### src/rtl/mmio_pkg.sv
// Shared constants for the MEM-stage MMIO bridge: IO register offsets,
// STATUS bit positions and the default IO window base.
package mmio_pkg;

  localparam logic [1:0] REG_GPI    = 2'd0;
  localparam logic [1:0] REG_GPO    = 2'd1;
  localparam logic [1:0] REG_TIMER  = 2'd2;
  localparam logic [1:0] REG_STATUS = 2'd3;

  localparam int ST_EXP = 0;
  localparam int ST_CHG = 1;

  localparam logic [31:0] IO_BASE_DEFAULT = 32'h0000_0800;

endpackage

### src/rtl/mmio_bridge_if.sv
// MEM-stage load/store bus between the pipeline (master) and the MMIO bridge (slave).
interface mmio_bridge_if #(
  parameter int ADDR_WIDTH = 32,
  parameter int DATA_WIDTH = 32
) ();

  // No valid/ready pair. mem_we and mem_re qualify addr/wd for exactly the
  // current cycle. A store commits at the next rising edge. rd_data is
  // combinational and valid in the same cycle as mem_re; it is 0 otherwise.
  logic                  mem_we;
  logic                  mem_re;
  logic [ADDR_WIDTH-1:0] addr;
  logic [DATA_WIDTH-1:0] wd;
  logic [DATA_WIDTH-1:0] rd_data;

  modport master (
    output mem_we,
    output mem_re,
    output addr,
    output wd,
    input  rd_data
  );

  modport slave (
    input  mem_we,
    input  mem_re,
    input  addr,
    input  wd,
    output rd_data
  );

endinterface

### src/rtl/mmio_bridge_sync_2ff.sv
// Two-flop synchronizer for the asynchronous board inputs; both stages reset to 0.
module sync_2ff #(
  parameter int WIDTH = 1
) (
  input  logic             clk,
  input  logic             rst,
  input  logic [WIDTH-1:0] d,
  output logic [WIDTH-1:0] q
);

  logic [WIDTH-1:0] meta_q;
  logic [WIDTH-1:0] sync_q;

  always_ff @(posedge clk) begin
    if (rst) begin
      meta_q <= '0;
      sync_q <= '0;
    end else begin
      meta_q <= d;
      sync_q <= meta_q;
    end
  end

  assign q = sync_q;

endmodule

### src/rtl/mmio_bridge.sv
// MEM-stage address decoder and IO register block (GPI, GPO, countdown timer,
// sticky W1C status). Produces the merged load word for the write-back mux.
module mmio_bridge
  import mmio_pkg::*;
#(
  parameter int                    DATA_WIDTH = 32,
  parameter int                    ADDR_WIDTH = 32,
  parameter int                    GPI_WIDTH  = 16,
  parameter int                    GPO_WIDTH  = 16,
  parameter logic [ADDR_WIDTH-1:0] IO_BASE    = IO_BASE_DEFAULT
) (
  input  logic                  clk,
  input  logic                  rst,
  mmio_bridge_if.slave          bus,
  output logic                  dmem_we,
  input  logic [DATA_WIDTH-1:0] dmem_rd,
  input  logic [GPI_WIDTH-1:0]  gpi,
  output logic [GPO_WIDTH-1:0]  gpo,
  output logic                  irq
);

  logic                  io_hit;
  logic                  io_wr;
  logic [1:0]            sel;
  logic [GPI_WIDTH-1:0]  gpi_sync;
  logic [GPI_WIDTH-1:0]  gpi_prev;
  logic [GPO_WIDTH-1:0]  gpo_q;
  logic [DATA_WIDTH-1:0] timer_q;
  logic [DATA_WIDTH-1:0] timer_next;
  logic                  timer_wr;
  logic [1:0]            status_q;
  logic [1:0]            status_set;
  logic [1:0]            status_clr;
  logic [1:0]            status_next;
  logic [DATA_WIDTH-1:0] rd_io;
  logic                  unused_addr_lsb;

  // Word select only; byte offset within a register is don't-care.
  assign unused_addr_lsb = ^bus.addr[1:0];

  assign io_hit  = (bus.addr[ADDR_WIDTH-1:4] == IO_BASE[ADDR_WIDTH-1:4]);
  assign sel     = bus.addr[3:2];
  assign io_wr   = bus.mem_we & io_hit;
  assign dmem_we = bus.mem_we & ~io_hit;

  sync_2ff #(
    .WIDTH (GPI_WIDTH)
  ) u_gpi_sync (
    .clk (clk),
    .rst (rst),
    .d   (gpi),
    .q   (gpi_sync)
  );

  assign timer_wr = io_wr && (sel == REG_TIMER);

  always_comb begin
    timer_next = timer_q;
    if (timer_wr) begin
      timer_next = bus.wd;
    end else if (timer_q != '0) begin
      timer_next = timer_q - DATA_WIDTH'(1);
    end
  end

  // EXP fires only on a natural 1->0 decrement; a store in the same cycle
  // (including a store of 0) pre-empts it.
  always_comb begin
    status_set         = 2'b00;
    status_set[ST_EXP] = (timer_q == DATA_WIDTH'(1)) && !timer_wr;
    status_set[ST_CHG] = (gpi_sync != gpi_prev);
    status_clr         = 2'b00;
    if (io_wr && (sel == REG_STATUS)) begin
      status_clr = bus.wd[1:0];
    end
    // Set is OR'd in after the clear so a same-cycle event is never lost.
    status_next = (status_q & ~status_clr) | status_set;
  end

  always_ff @(posedge clk) begin
    if (rst) begin
      gpi_prev <= '0;
      gpo_q    <= '0;
      timer_q  <= '0;
      status_q <= 2'b00;
    end else begin
      gpi_prev <= gpi_sync;
      if (io_wr && (sel == REG_GPO)) begin
        gpo_q <= bus.wd[GPO_WIDTH-1:0];
      end
      timer_q  <= timer_next;
      status_q <= status_next;
    end
  end

  always_comb begin
    rd_io = '0;
    case (sel)
      REG_GPI:    rd_io[GPI_WIDTH-1:0] = gpi_sync;
      REG_GPO:    rd_io[GPO_WIDTH-1:0] = gpo_q;
      REG_TIMER:  rd_io                = timer_q;
      REG_STATUS: rd_io[1:0]           = status_q;
      default:    rd_io                = '0;
    endcase
  end

  // Forced to 0 when no load is in flight so X from memory never reaches write-back.
  always_comb begin
    bus.rd_data = '0;
    if (bus.mem_re) begin
      bus.rd_data = io_hit ? rd_io : dmem_rd;
    end
  end

  assign gpo = gpo_q;
  assign irq = status_q[ST_EXP] | status_q[ST_CHG];

endmodule
### src/flat_wrapper.sv
// flat-port wrapper written by rule: the top's interface ports become plain ports
module mmio_bridge_flat import mmio_pkg::*;
#(
  parameter int                    DATA_WIDTH = 32,
  parameter int                    ADDR_WIDTH = 32,
  parameter int                    GPI_WIDTH  = 16,
  parameter int                    GPO_WIDTH  = 16,
  parameter logic [ADDR_WIDTH-1:0] IO_BASE    = IO_BASE_DEFAULT
)
  (clk, rst, dmem_we, dmem_rd, gpi, gpo, irq, bus_mem_we, bus_mem_re, bus_addr, bus_wd, bus_rd_data);
  mmio_bridge_if #(.ADDR_WIDTH(ADDR_WIDTH), .DATA_WIDTH(DATA_WIDTH)) bus_i ();
  input  logic clk;
  input  logic rst;
  output logic dmem_we;
  input  logic [DATA_WIDTH-1:0] dmem_rd;
  input  logic [GPI_WIDTH-1:0] gpi;
  output logic [GPO_WIDTH-1:0] gpo;
  output logic irq;
  input wire logic [$bits(bus_i.mem_we)-1:0] bus_mem_we;
  input wire logic [$bits(bus_i.mem_re)-1:0] bus_mem_re;
  input wire logic [$bits(bus_i.addr)-1:0] bus_addr;
  input wire logic [$bits(bus_i.wd)-1:0] bus_wd;
  output wire logic [$bits(bus_i.rd_data)-1:0] bus_rd_data;
  assign bus_i.mem_we = bus_mem_we;
  assign bus_i.mem_re = bus_mem_re;
  assign bus_i.addr = bus_addr;
  assign bus_i.wd = bus_wd;
  assign bus_rd_data = bus_i.rd_data;
  mmio_bridge #(.DATA_WIDTH(DATA_WIDTH), .ADDR_WIDTH(ADDR_WIDTH), .GPI_WIDTH(GPI_WIDTH), .GPO_WIDTH(GPO_WIDTH), .IO_BASE(IO_BASE)) u_core (.clk(clk), .rst(rst), .bus(bus_i), .dmem_we(dmem_we), .dmem_rd(dmem_rd), .gpi(gpi), .gpo(gpo), .irq(irq));
endmodule
### config.mk
export PLATFORM = sky130hd
export DESIGN_NAME = mmio_bridge_flat
export DESIGN_NICKNAME = d
export VERILOG_FILES = /design/src/rtl/mmio_pkg.sv /design/src/rtl/mmio_bridge_if.sv /design/src/rtl/mmio_bridge_sync_2ff.sv /design/src/rtl/mmio_bridge.sv /design/src/flat_wrapper.sv
export SDC_FILE = /design/constraint.sdc
export NUM_CORES = 1
export LEC_CHECK = 0
export CAP_MARGIN = 5
export CORE_AREA = 3 3 104 126
export DETAILED_ROUTE_END_ITERATION = 12
export DIE_AREA = 0 0 107 129
export PLACE_DENSITY_LB_ADDON = 0.12
export SYNTH_ARGS = -nofsm -noshare
export SYNTH_HDL_FRONTEND = slang
export SYNTH_SLANG_ARGS = --single-unit
export TNS_END_PERCENT = 1
### constraint.sdc
create_clock -name clk -period 5.8 [get_ports clk]
set_input_delay 1.16 -clock clk [delete_from_list [all_inputs] [get_ports clk]]
set_output_delay 1.16 -clock clk [all_outputs]
set_load 0.02 [all_outputs]
Word-level counts from Yosys, hierarchy flattened --
Index checks and enable logic that the tools add are counted.
Operators by class: equality and inequality tests 6, bitwise logic cells 7, add/subtract/negate cells 1, multiplexer cells 8, reduce and logical (&&, ||, !) cells 8
Operator list (number):
- 2-to-1 mux 32 bit | 4
- case mux 14 bit (3 select lines) | 1
- equality test 32 x 1 -> 1 bit (second input constant) | 1
- nonzero test 32 bit | 1
- subtractor 32 x 1 -> 32 bit (second input constant) | 1
- equality test 28 x 8 -> 1 bit (second input constant) | 1
- 2-to-1 mux 16 bit | 1
- != test 16 bit | 1
- case mux 2 bit (4 select lines) | 1
- equality test 2 bit (second input constant) | 2
- logical AND 1 bit | 4
- bitwise AND 1 bit | 2
- bitwise AND 2 bit | 1
- equality test 2 x 1 -> 1 bit (second input constant) | 1
- logical NOT 2 bit | 1
- 2-to-1 mux 2 bit | 1
- inverter 2 bit | 1
- OR 2 bit | 1
- nonzero test 2 bit | 1
- logical NOT 1 bit | 1
- inverter 1 bit | 1
- OR 1 bit | 1
Word-level totals: register bits 98, output and inout bits 50, word-level logic and storage cells 36

Logic depth before layout (Yosys ltp) --
Gate-level depths: netlist of run 1.
depth in word-level cells 7, depth in mapped cells 9, gate-level depth less buffers 8

Modules after synthesis --
Synthesis of run 1 repeated with hierarchy kept, for this count alone.
Unflattened totals: cell total of the unflattened synthesis 558, area total of the unflattened synthesis 5011.1 um^2
Modules (own cells, without submodules):
- mmio_bridge | cells an instance 491, instances 1, area an instance 4147.7 um^2
- sync_2ff | cells an instance 67, instances 1, area an instance 863.3 um^2

Worst setup path after synthesis of run 1 --
No wires, ideal clock.
path type input port to output port, from input port bus_addr[27], to output port bus_rd_data[21], stages 6, arrival time 3.106 ns, setup slack 1.534 ns, required time 4.640 ns, cell sequence or4_1 > nor3_1 > clkbuf_1 > clkbuf_1 > nand3_1 > a21boi_0
Between the ends: longest elaborated chain between the ends 3
RTL lines:
- start: declaration | line flat_wrapper.sv:21 | input wire logic [$bits(bus_i.addr)-1:0] bus_addr;
- equality test 28 x 8 -> 1 bit | line mmio_bridge.sv:41 | assign io_hit = (bus.addr[ADDR_WIDTH-1:4] == IO_BASE[ADDR_WIDTH-1:4]);
- 2-to-1 mux 32 bit | line mmio_bridge.sv:111 | bus.rd_data = io_hit ? rd_io : dmem_rd;
- 2-to-1 mux 32 bit | line mmio_bridge.sv:110 | if (bus.mem_re) begin
- end: declaration | line flat_wrapper.sv:23 | output wire logic [$bits(bus_i.rd_data)-1:0] bus_rd_data;
Every way passes these cells.

Final worst setup path of run 1 --
from input port bus_addr[12], to output port bus_rd_data[1]
Same word-level chain as after synthesis.

==> results of run 1 <==
layout make-up:
type	instances	share of cell area, %
clock inverter	7	1.06
antenna	1	0.0367
sequential	98	28.8
inverter	2	0.110
tap	161	2.95
clock buffer	9	3.30
multi-input combinational	398	38.8
timing repair buffer	173	25.0
critical path, cell delays in order:
cell                              delay [ps]
sky130_fd_sc_hd__clkdlybuf4s50_1         410
sky130_fd_sc_hd__nor4_1                  300
sky130_fd_sc_hd__nand4_1                 190
sky130_fd_sc_hd__nor3_2                  210
sky130_fd_sc_hd__buf_4                   470
sky130_fd_sc_hd__nand2_1                 140
sky130_fd_sc_hd__a21boi_0                220
sky130_fd_sc_hd__clkdlybuf4s50_1         640
through the flow:
stage / utilization (%) / worst slack, ps / hold WS [ps]
after global placement: 54.1 / 940 / 417
final: 56.5 / 889 / 435
after detailed placement: 54.1 / 901 / 422
after global routing: 56.5 / 602 / 458
after floorplan: - / 1530 / 414
after CTS: 56.5 / 893 / 438
final timing paths:
check,from,cells past startpoint,slack (ps),end
min,u_core.u_gpi_sync.meta_q[10],1,440,u_core.u_gpi_sync.q[10]
max,bus_addr[12],8,890,bus_rd_data[1]
max reg2reg,u_core.timer_q[21],5,2420,u_core.timer_q[12]
min reg2reg,u_core.u_gpi_sync.meta_q[10],1,440,u_core.u_gpi_sync.q[10]
flip-flops by register name, summed over array words and instances, names as in the netlist:
name and flops:
u_core.gpo 16, u_core.u_gpi_sync.meta_q 16, u_core.status_q 2, u_core.gpi_prev 16, u_core.timer_q 32, u_core.u_gpi_sync.q 16
logic make-up (layout without fill, tap and decap cells):
group                      after synthesis  in the layout
buffers and inverters                   41            191
other                                    0              1
muxes                                   32             32
DFF                                     98             98
adders and majority gates                2              2
and+or+nand+nor                        236            236
xor gates and xnor gates                43             43
AOI/OAI and AO/OA                       85             85
power groups by stage:
stage / Combinational (uW) / Sequential, uW / Clock [uW]
finish: 867 / 874 / 584
global route: 962 / 887 / 621
CTS: 873 / 871 / 598
detailed placement: 868 / 885 / 0
global placement: 850 / 881 / 0
floorplan: 644 / 855 / 0
routing by layer:
metal  track usage, %  vias to the layer above
li1                 -                     2179
met4             8.05                        0
met1             23.7                     2046
met2             34.6                      134
met3             3.76                       24
met5                0                        -
synthesized netlist by cell type, types with 2 or more instances:
library cell / number / area [um^2]
sky130_fd_sc_hd__buf_1: 3 / 11.3
sky130_fd_sc_hd__and3_1: 4 / 25.0
sky130_fd_sc_hd__xor2_1: 5 / 43.8
sky130_fd_sc_hd__nand3_1: 18 / 90.1
sky130_fd_sc_hd__buf_2: 4 / 20.0
sky130_fd_sc_hd__o211ai_1: 14 / 105
sky130_fd_sc_hd__inv_1: 2 / 7.51
sky130_fd_sc_hd__or2_2: 3 / 18.8
sky130_fd_sc_hd__or4_1: 6 / 45.0
sky130_fd_sc_hd__a21boi_0: 18 / 135
sky130_fd_sc_hd__a21oi_1: 5 / 25.0
sky130_fd_sc_hd__buf_6: 2 / 22.5
sky130_fd_sc_hd__mux4_2: 2 / 45.0
sky130_fd_sc_hd__dfxtp_1: 98 / 1960
sky130_fd_sc_hd__nor2b_1: 50 / 313
sky130_fd_sc_hd__nand2_1: 44 / 165
sky130_fd_sc_hd__nor2_1: 58 / 218
sky130_fd_sc_hd__nand4_1: 8 / 50.1
sky130_fd_sc_hd__nor3_2: 2 / 20.0
sky130_fd_sc_hd__or4_4: 2 / 22.5
sky130_fd_sc_hd__clkbuf_1: 29 / 109
sky130_fd_sc_hd__o211a_1: 14 / 140
sky130_fd_sc_hd__a211oi_1: 24 / 180
sky130_fd_sc_hd__or3_1: 4 / 25.0
sky130_fd_sc_hd__o21ai_0: 2 / 10.0
sky130_fd_sc_hd__mux2i_1: 30 / 300
sky130_fd_sc_hd__nor3_1: 18 / 90.1
sky130_fd_sc_hd__o21ai_1: 2 / 10.0
sky130_fd_sc_hd__nor4_1: 9 / 56.3
sky130_fd_sc_hd__nor3b_1: 3 / 22.5
sky130_fd_sc_hd__xnor2_1: 38 / 333
sky130_fd_sc_hd__ha_1: 2 / 25.0
==> Implementation_results.wiki, run 1 <==
{| class="wikitable"
! Metric !! Value
|-
| Relative slew slack || 23.7%
|-
| P_leak || 0.00255 uW
|-
| Area growth from synthesis to final layout || 42.8%
|-
| Cell area after technology mapping || 4770 um^2
|-
| Synthesized net count || 655
|-
| Total non-filler cell area in the finished layout || 6820 um^2
|-
| Detailed-route wire length on metal 1 || 5830 um
|-
| Vias/cell || 5.16
|-
| Crit path capture type || primary output
|-
| Multiplexer share of the synthesized area || 7.23%
|-
| Core footprint || 12100 um^2
|-
| Largest net degree at the start of global routing || 71
|-
| Post-route fraction of the period consumed by the critical path || 84.7%
|-
| Total setup buffers inserted after CTS || 0
|-
| Clk Latency, worst-skew pair || 340 ps
|-
| Die outline height || 129 um
|-
| Post-CTS Hold Fix Bufs || 0
|-
| Leading cell type in the layout, fill and taps excluded || sky130_fd_sc_hd__clkdlybuf4s50_1
|-
| Cells resized by post-CTS repair || 0
|-
| Setup repair after global routing missed its margin || false
|-
| Type of element launching the critical path || input pin
|-
| GRT overflow || 0
|-
| Slew at the pin closest to its max-slew limit || 1140 ps
|-
| Overall Global Routing Usage || 19.7%
|-
| Total met3 wirelength after detailed routing || 771 um
|-
| Placed Instances || 832
|-
| Number of design-rule violations left by the first detailed-router iteration || 218
|-
| Share of synthesized registers carrying an async set or reset || 0%
|-
| Setup TNS after final layout || 0 ps
|-
| Total Die Area || 13800 um^2
|-
| Total power divided by cell area || 341 nW/um^2
|-
| Required time at the endpoint of the critical path || 4640 ps
|-
| Post-synthesis instance total || 537
|-
| Total of endpoints with negative setup slack in the final report || 0
|-
| Number of global-route vias before repair || 4327
|-
| Total wire length after detailed routing || 13500 um
|-
| CTS clk-pin slew, worst paths || 60 ps
|-
| Number of synthesized flops with an enable pin || 0
|-
| Area post-placement || 6520 um^2
|-
| HPWL after detailed placement || 9750 um
|-
| CTS Root Cell || sky130_fd_sc_hd__clkbuf_16
|-
| Drt first pass iters || 4
|-
| Largest family of logic cells by synthesized area || simple AND/OR/NAND/NOR gates
|-
| Routability congestion estimate from global placement || 0.824
|-
| Buffers from clock root to sink, at most || 2
|-
| Register area || 1960 um^2
|-
| Row cnt || 44
|-
| Comb power frac || 37.3%
|-
| Detail Route met2 WL || 6590 um
|-
| Count of filler cells inserted in the layout || 1096
|-
| Final routed DRC violation total || 0
|-
| Number of sinks on the clock net || 98
|-
| Area share of fa/ha/maj cells after synthesis || 0.524%
|-
| TritonCTS clock tree || done
|-
| Share of synthesized area occupied by flip-flops and latches || 41.1%
|-
| Most used cells in the layout excluding fill and tap cells || sky130_fd_sc_hd__clkdlybuf4s50_1 (162), sky130_fd_sc_hd__dfxtp_1 (98), sky130_fd_sc_hd__nor2_1 (58)
|-
| Outcome || finished, final reports clean
|-
| Antenna violations before repair || 0
|-
| Switching power as a share of total power || 35.8%
|-
| Overall power of the completed layout || 2330 uW
|-
| Highest Clock Rate || 204 MHz
|-
| Final worst path period need || 4910 ps
|-
| Uppermost routed layer || met4
|-
| Initial core utilization || 39.6%
|-
| Fin Clk Skew || 7.74 ps
|-
| Final-report hold violation count || 0
|-
| Setup Crit Path Kind || in2out
|-
| Max IR drop VDD || 0.160 mV
|-
| Prevailing post-synth register cell || sky130_fd_sc_hd__dfxtp_1
|-
| Top-Level Pins || 166
|-
| Post-Synth Simple-Gate Area || 25.7%
|-
| Count of placed standard cells in the final layout, fillers left out || 849
|-
| Share of post-route cells with drive strength above 1 || 6.11%
|-
| Data arrival time of the critical path || 3750 ps
|-
| Number of nets with antenna violations after detailed routing || 0
|-
| Fraction of the mapped netlist area in compound gates || 13.8%
|-
| Xor/xnor cell area share of the yosys netlist || 7.89%
|-
| # H-tree levels || 3
|-
| Worst min-delay path class || reg2reg
|-
| Area occupied by multi-input gates || 2650 um^2
|-
| Net count reported at finish || 800
|-
| Number of pins exceeding their max-slew limit in the final report || 0
|-
| Die boundary width || 107 um
|-
| Global-route wire length before repair || 21600 um
|-
| Reg power frac || 37.6%
|-
| Switching component of the power || 833 uW
|-
| Yosys warning count || 0
|-
| Critical path fanouts, max || 48
|-
| IO buf count || 163
|-
| Average instance area after synthesis || 8.89 um^2
|-
| Number of maximum-capacitance constraint violations || 0
|-
| Clock share of power || 25.1%
|-
| Internal Power || 1490 uW
|-
| Wire length per cell || 15.9 um
|-
| Number of library cell types mapped by synthesis || 46
|-
| Total via count in the routed design || 4383
|-
| Register bit total from synthesis || 98
|-
| CTS Buf Count || 9
|}
(Power assumes the default switching activity.)
==> run 2: changes to the inputs <==
==> constraint.sdc (replaced) <==
create_clock -name clk -period 3.99 [get_ports clk]
set_input_delay 0.798 -clock clk [delete_from_list [all_inputs] [get_ports clk]]
set_output_delay 0.798 -clock clk [all_outputs]
set_load 0.02 [all_outputs]
==> Implementation_results.wiki, run 2 (synthesis gave the netlist of run 1 again) <==
{| class="wikitable"
! Metric !! Value
|-
| Outcome || finished, final reports clean
|-
| Total power divided by cell area || 493 nW/um^2
|-
| Largest register by flop count || u_core.timer_q
|-
| Slew at the pin closest to its max-slew limit || 1160 ps
|-
| Row cnt || 44
|-
| Total of endpoints with negative setup slack in the final report || 0
|-
| Total via count in the routed design || 4364
|-
| Worst R2R Setup Slack || 560 ps
|-
| Routability congestion estimate from global placement || 0.802
|-
| Kind of cell adding the most delay to the critical path || buffers and inverters
|-
| TritonCTS clock tree || done
|-
| Share of post-route cells with drive strength above 1 || 6.93%
|-
| Instance count along the most critical hold path || 1
|-
| Final-report hold violation count || 0
|-
| CP Cell Sequence || clkdlybuf4s50_1 -> nor4b_1 -> nand4_1 -> or3_1 -> buf_4 -> and2_1 -> clkdlybuf4s50_1
|-
| Most used cells in the layout excluding fill and tap cells || sky130_fd_sc_hd__clkdlybuf4s50_1 (140), sky130_fd_sc_hd__dfxtp_1 (98), sky130_fd_sc_hd__nor2_1 (58)
|-
| Largest net degree at the start of global routing || 70
|-
| Die outline height || 129 um
|-
| Worst min-delay path class || reg2reg
|-
| Vias/cell || 5.10
|-
| Number of maximum-capacitance constraint violations || 0
|-
| GRT overflow || 0
|-
| Clk Latency, worst-skew pair || 340 ps
|-
| Core footprint || 12100 um^2
|-
| Number of global-route vias before repair || 4361
|-
| Crit-path slowest cell || sky130_fd_sc_hd__clkdlybuf4s50_1
|-
| Final standard cell utilization of the core || 57.7%
|-
| Placed Instances || 838
|-
| IO buf count || 163
|-
| Total Die Area || 13800 um^2
|-
| CTS Root Cell || sky130_fd_sc_hd__clkbuf_16
|-
| # H-tree levels || 3
|-
| Global-route wire length before repair || 21700 um
|-
| Overall Global Routing Usage || 19.8%
|-
| Highest Clock Rate || 255 MHz
|-
| Fin Clk Skew || 4.44 ps
|-
| Critical path fanouts, max || 19
|-
| Buffering stage count on the worst path with inverters included || 3
|-
| End of the worst hold path || u_core.u_gpi_sync.q[0]
|-
| Min-Delay Startpoint || u_core.u_gpi_sync.meta_q[0]
|-
| Number of design-rule violations left by the first detailed-router iteration || 202
|-
| Post-route fraction of the period consumed by the critical path || 98.2%
|-
| Area growth from synthesis to final layout || 45.8%
|-
| Initial core utilization || 39.6%
|-
| Wire length per cell || 15.9 um
|-
| Antenna violations before repair || 0
|-
| Register area || 1960 um^2
|-
| Number of nets with antenna violations after detailed routing || 0
|-
| CTS clk-pin slew, worst paths || 60 ps
|-
| Capture instance of the worst register-to-register path || u_core.timer_q[12]
|-
| Type of element launching the critical path || input pin
|-
| Top-Level Pins || 166
|-
| Source of the worst register-to-register timing path || u_core.timer_q[21]
|-
| Count of placed standard cells in the final layout, fillers left out || 855
|-
| Worst hold-check slack || 436 ps
|-
| Number of sinks on the clock net || 98
|-
| Drt first pass iters || 5
|-
| Area occupied by multi-input gates || 2650 um^2
|-
| Crit path top cell by count || sky130_fd_sc_hd__clkdlybuf4s50_1
|-
| Setup repair after global routing missed its margin || true
|-
| Required time at the endpoint of the critical path || 3190 ps
|-
| Final routed DRC violation total || 0
|-
| CTS Buf Count || 9
|-
| Max IR drop VDD || 0.276 mV
|-
| Start point of the critical path || bus_addr[11]
|-
| Total wire length after detailed routing || 13600 um
|-
| Flip-flop count of the largest register after layout || 32
|-
| Data arrival time of the critical path || 3120 ps
|-
| HPWL after detailed placement || 9880 um
|-
| Overall power of the completed layout || 3430 uW
|-
| Leading cell type in the layout, fill and taps excluded || sky130_fd_sc_hd__clkdlybuf4s50_1
|-
| Relative slew slack || 22.4%
|-
| P_leak || 0.00288 uW
|-
| Crit path capture type || primary output
|-
| Buffers from clock root to sink, at most || 2
|-
| Die boundary width || 107 um
|-
| Final worst path period need || 3920 ps
|-
| Net count reported at finish || 806
|-
| Critical Path Max Stage Delay || 530 ps
|-
| R2R depth || 5
|-
| Count of filler cells inserted in the layout || 1081
|-
| Setup Crit Path Kind || in2out
|-
| Number of pins exceeding their max-slew limit in the final report || 0
|}
[run 2: changes by cell type in the layout (fill, tap and decap cells not counted), sizes merged]
cell / previous run / this run
bufinv: 0 / 1
buf: 11 / 17
clkinv: 3 / 0
dlymetal6s2s: 0 / 20
inv: 6 / 4
clkbuf: 9 / 10
clkdlybuf4s50: 162 / 140
dlygate4sd2: 0 / 2
clkinvlp: 0 / 3
[run 2: worst register-to-register path: stages (launching register included)]
cell	delay [ps]
sky130_fd_sc_hd__dfxtp_1	370
sky130_fd_sc_hd__or4_4	570
sky130_fd_sc_hd__or4_1	550
sky130_fd_sc_hd__nor4_2	540
sky130_fd_sc_hd__a41o_1	1040
sky130_fd_sc_hd__nor3_1	190
[run 2: repair_timing]
action,CTS,global route
buffers inserted,0,0
gates resized for setup,3,21
hold buffers,0,0
pin swaps,0,1
endpoints found under the setup margin,6,31
[run 2: worst max path at each step]
stage / to / slack (ps) / depth (start not counted)
after global routing: dmem_we / -70 / 7
after CTS: bus_rd_data[17] / 1 / 8
final: dmem_we / 70 / 7
after floorplan: bus_rd_data[21] / 450 / 6
after detailed placement: bus_rd_data[28] / -9 / 8
after global placement: bus_rd_data[22] / 40 / 8
[run 2: area by class of cell]
class,count,share of cell area (%)
tap,161,2.89
clock inverter,6,1.04
multi-input combinational,398,38.1
clock buffer,10,3.43
antenna,1,0.0360
sequential,98,28.2
timing repair buffer,179,26.2
inverter,2,0.108
[run 2: routing by layer]
layer / global-route usage (%) / vias to the layer above / routed length (um)
li1: - / 2192 / -
met1: 25.1 / 2018 / 5860
met2: 34.0 / 131 / 6750
met3: 3.11 / 23 / 753
met4: 7.83 / 0 / 240
met5: 0 / - / 0
[run 2: power breakdown]
group / total (uW) / switching (uW) / internal, uW
Sequential: 1270 / 159 / 1110
Clock: 890 / 380 / 510
Combinational: 1270 / 649 / 617
[run 2: through the flow]
stage               worst slack [ps]  instance area, um^2  TNS (ps)
floorplan                        448                 4770         0
global placement                37.8                 6590         0
detailed placement             -9.30                 6590     -14.4
CTS                             1.44                 6900         0
global route                   -73.8                 6960     -73.8
finish                          70.2                 6960         0
